### src/rtl/interlayer_pkg.sv
// Shared definitions for the interlayer collector: lane count, default lane
// width and the lane value type.
package interlayer_pkg;
    localparam int NUM_LANES     = 4;
    localparam int DEFAULT_WIDTH = 8;

    typedef logic [DEFAULT_WIDTH-1:0] lane_t;
endpackage

### src/rtl/interlayer_collect_lane_capture.sv
// One collector lane: data register with capture enable plus its delivered
// flag for the current round. done_next is exported so the top can register
// ready_out from the flag values being written on this edge.
// Optional build macro: INTERLAYER_HOLD_EN (first capture per round wins).
module lane_capture
    import interlayer_pkg::*;
#(
    parameter int WIDTH = DEFAULT_WIDTH
) (
    input  logic             clk,
    input  logic             rst,
    input  logic             new_round,
    input  logic             strobe,
    input  logic [WIDTH-1:0] din,
    output logic [WIDTH-1:0] dout,
    output logic             done_next
);

    logic done;
    logic cap_en;

`ifdef INTERLAYER_HOLD_EN
    // Once delivered, the lane is frozen until a new round; a strobe that
    // coincides with new_round belongs to the new round and still captures.
    assign cap_en = strobe & (~done | new_round);
`else
    assign cap_en = strobe;
`endif

    // Flag update: new_round clears first, then this cycle's strobe sets it.
    always_comb begin
        done_next = done;
        if (new_round) begin
            done_next = strobe;
        end else if (strobe) begin
            done_next = 1'b1;
        end
    end

    // Data register and delivered flag.
    always_ff @(posedge clk) begin
        if (rst) begin
            dout <= '0;
            done <= 1'b0;
        end else begin
            if (cap_en) begin
                dout <= din;
            end
            done <= done_next;
        end
    end

endmodule

### src/rtl/interlayer_collect.sv
// Four-lane activation collector between two neuron layers. Each lane keeps
// its last captured value; ready_out is high while every lane has delivered
// in the current round. new_round is the input layer's start-of-round strobe.
// Optional build macro: INTERLAYER_HOLD_EN (see lane_capture).
module interlayer_collect
    import interlayer_pkg::*;
#(
    parameter int WIDTH = DEFAULT_WIDTH
) (
    input  logic             clk,
    input  logic             rst,
    input  logic             new_round,
    input  logic [WIDTH-1:0] in1,
    input  logic [WIDTH-1:0] in2,
    input  logic [WIDTH-1:0] in3,
    input  logic [WIDTH-1:0] in4,
    input  logic             ready1,
    input  logic             ready2,
    input  logic             ready3,
    input  logic             ready4,
    output logic [WIDTH-1:0] out1,
    output logic [WIDTH-1:0] out2,
    output logic [WIDTH-1:0] out3,
    output logic [WIDTH-1:0] out4,
    output logic             ready_out
);

    logic [WIDTH-1:0]     din  [NUM_LANES];
    logic [WIDTH-1:0]     dout [NUM_LANES];
    logic [NUM_LANES-1:0] strobe;
    logic [NUM_LANES-1:0] done_next;

    assign din[0] = in1;
    assign din[1] = in2;
    assign din[2] = in3;
    assign din[3] = in4;
    assign strobe = {ready4, ready3, ready2, ready1};
    assign out1   = dout[0];
    assign out2   = dout[1];
    assign out3   = dout[2];
    assign out4   = dout[3];

    for (genvar i = 0; i < NUM_LANES; i++) begin : g_lane
        lane_capture #(.WIDTH(WIDTH)) u_lane (
            .clk       (clk),
            .rst       (rst),
            .new_round (new_round),
            .strobe    (strobe[i]),
            .din       (din[i]),
            .dout      (dout[i]),
            .done_next (done_next[i])
        );
    end

    // ready_out tracks the flags being written this edge, so it is a level
    // that appears with the last delivery and drops with the clearing edge.
    always_ff @(posedge clk) begin
        if (rst) begin
            ready_out <= 1'b0;
        end else begin
            ready_out <= &done_next;
        end
    end

endmodule

### config.mk
export PLATFORM = sky130hd
export DESIGN_NAME = interlayer_collect
export DESIGN_NICKNAME = d
export VERILOG_FILES = /design/src/rtl/interlayer_pkg.sv /design/src/rtl/interlayer_collect_lane_capture.sv /design/src/rtl/interlayer_collect.sv
export SDC_FILE = /design/constraint.sdc
export NUM_CORES = 1
export LEC_CHECK = 0
export ABC_AREA = 1
export BUFFER_PORTS_ARGS = -buffer_cell sky130_fd_sc_hd__buf_2
export CAP_MARGIN = 20
export CORE_UTILIZATION = 42
export DETAILED_ROUTE_END_ITERATION = 6
export MAX_ROUTING_LAYER = met4
export PLACE_DENSITY = 0.77
export SLEW_MARGIN = 20
export SYNTH_ARGS = -nofsm -noshare
export SYNTH_HDL_FRONTEND = slang
export SYNTH_SLANG_ARGS = --single-unit
### constraint.sdc
create_clock -name clk -period 0.9 [get_ports clk]
set_input_delay 0.135 -clock clk [delete_from_list [all_inputs] [get_ports clk]]
set_output_delay 0.135 -clock clk [all_outputs]
set_load 0.01 [all_outputs]
==> metrics.csv <==
metric,value,unit
layout cell share with drive strength beyond 1,52.52,%
drt drc,6,
Worst-Margin Slew,201.5,ps
Std-Cell Rows,19,
cell accounting for the most synthesized area,dfxtp_1,
DRT antenna net count,0,
Power Total,3.278,mW
CP Max Fanout,2,
final net count,277,
DPL Wire Length,2009,µm
# clock sinks,37,
via/cell ratio,4.829,
Global Route Usage Sum,21.11,%
CP Data Required Time,760,ps
most frequent cells in the layout,"nor2_1, buf_2, dfxtp_2, buf_6, o21ai_0",
Ys Warns,0,
"Area growth, synth to finish",57.92,%
Root Driver,clkbuf_4,
Pre-antenna DRT Iters,6,
clk_lat worst skew,320,ps
"commonest non-fill, non-tap cell in the layout",nor2_1,
antenna cells,0,
die width,57.04,µm
fin. max-slew vios,0,
H-tree depth,2,
maximum clock frequency,1087,MHz
Netlist Area Pre-Place,1272,µm²
Syn Nets,196,
WL per Instance,11.41,µm
CP bufs+invs,1,
CP cell instances,buf_6,
Lkg Pwr,0.9766,nW
final instance area,2009,µm²
clock skew,5.632,ps
largest net degree at the start of global routing,20,
Crit. Startpoint,g_lane[0].u_lane.dout[2]$_SDFFE_PP0P_,
CTS tree,built,
"Remaining Overflow, GRT",0,
initial antenna violation count,0,
dpl cell area,1679,µm²
Setup Total Neg Slack,-180.5,ps
Cell variety after synth,14,
critical path arrival,790,ps
Critical Path Start Type,flip-flop,
RePlAce Congestion,0.6815,
Tcrit/Tclk final,102.2,%
register area share after synthesis,58.21,%
pre-CTS setup slack,100.8,ps
R2R Path Start,g_lane[1].u_lane.dout[6]$_SDFFE_PP0P_,
maxcap violations,0,
die height,57.04,µm
Slew HR,86.55,%
hold path startpoint,in4[2],
# fillers,240,
PD cells,1631,nW/µm²
Bufs on Longest Clock Path,2,
Hold WS,24.04,ps
unrepaired setup endpoints after global routing,true,
Hold/Removal Path Class,in -> reg,
Worst setup EP type,output port,
top cell type's share of synthesized area,58.21,%
violated checks,"design-rule violations, negative setup slack",
status,"finished, violations left",
global-route wire length before repair,5071,µm
mean post-synth cell area,8.105,µm²
"Setup violations, final",27,
Clock Pin Slew Worst Setup and Hold Paths,100,ps
total CTS buffers,5,
CP top delay family,flip-flops,
1st-iter DRT viols,38,
Post-Synthesis Cells,157,
Die Area,3254,µm²
number of global-route vias before repair,1180,
CP max-delay cell,dfxtp_2,
Synth area leaders,"dfxtp_1, nor2_1, o21ai_0, o21ai_1, nand2_2",
"Hold Vio Cnt, Final",0,
CP max stage delay,360,ps
core box area,2805,µm²
Routed WL,3070,µm
final worst setup slack,-20.14,ps
flop and latch count out of synthesis,37,
Tmin final,920.1,ps
peak supply drop,1.146,mV
DR vias,1299,
Starting Density,45.36,%
port bufs,71,
Critical Setup Path Class,reg -> out,
I/O pin count,72,
## metal layers
layer  part of all wire, %  up-vias  GRT usage (%)
met5                     0        -              -
met4                   1.4        0          6.272
met3                   6.7        6          8.163
met2                    51       43          34.62
met1                    41      588          23.86
li1                      -      662              -
## path summary, 6_finish.rpt
| path | depth (start not counted) | slack (ps) | end |
|---|---|---|---|
| worst max-delay path | 1 | -20 | out1[2] |
| worst min-delay path | 3 | 20 | g_lane[3].u_lane.dout[2]$_SDFFE_PP0P_ |
| worst max register to register | 3 | 160 | g_lane[1].u_lane.dout[6]$_SDFFE_PP0P_ |
| worst min register to register | 2 | 490 | g_lane[2].u_lane.done$_SDFF_PP0_ |
## layout make-up
| cell class | instances | area, µm² | area share (%) |
|---|---|---|---|
| Tap cell | 31 | 38.79 | 1.930 |
| Multi-Input combinational cell | 110 | 483.0 | 24.03 |
| Clock buffer | 7 | 55.05 | 2.740 |
| Timing Repair Buffer | 77 | 618.1 | 30.76 |
| Inverter | 7 | 33.78 | 1.681 |
| Sequential cell | 37 | 780.7 | 38.85 |
## metrics by stage
step           util [%]  cells
2_1_floorplan         -    157
3_3_place_gp      59.86    258
3_5_place_dp      59.86    258
4_1_cts           71.10    268
5_1_grt           71.63    269
6_report          71.63    269
## Yosys cell counts (all sizes together)
library cell	count
inv	7
nor2	65
buf	3
nand3	1
o21ai	32
nand2	9
a21oi	3
dfxtp	37
## what timing repair did
action / 4_1_cts / 5_1_grt
endpoints found under the setup margin: 33 / 33
hold endpoints to repair: 2 / 0
hold buffers: 2 / 0
resized for setup: 62 / 2
buffers inserted: 1 / 1
## flip-flops by register name, summed over array words and instances, names as in the netlist
| signal | cells |
|---|---|
| ready_out | 1 |
| g_lane.u_lane.dout | 32 |
| g_lane.u_lane.done | 4 |
## power breakdown
part	switching (mW)	leakage [nW]	internal, mW
Sequential	0.0707	0.317	1.77
Combinational	0.262	0.628	0.326
Clock	0.481	0.0314	0.369
Total	0.814	0.977	2.46
## logic make-up after synthesis
logic type / Yosys count / share of synthesized area (%)
AND/OR/NAND/NOR: 75 / 24.19
flip-flops: 37 / 58.21
AO/OA/AOI/OAI: 35 / 13.77
buffers and inverters: 10 / 3.835
Note: power is estimated with default switching activity, not from simulation.
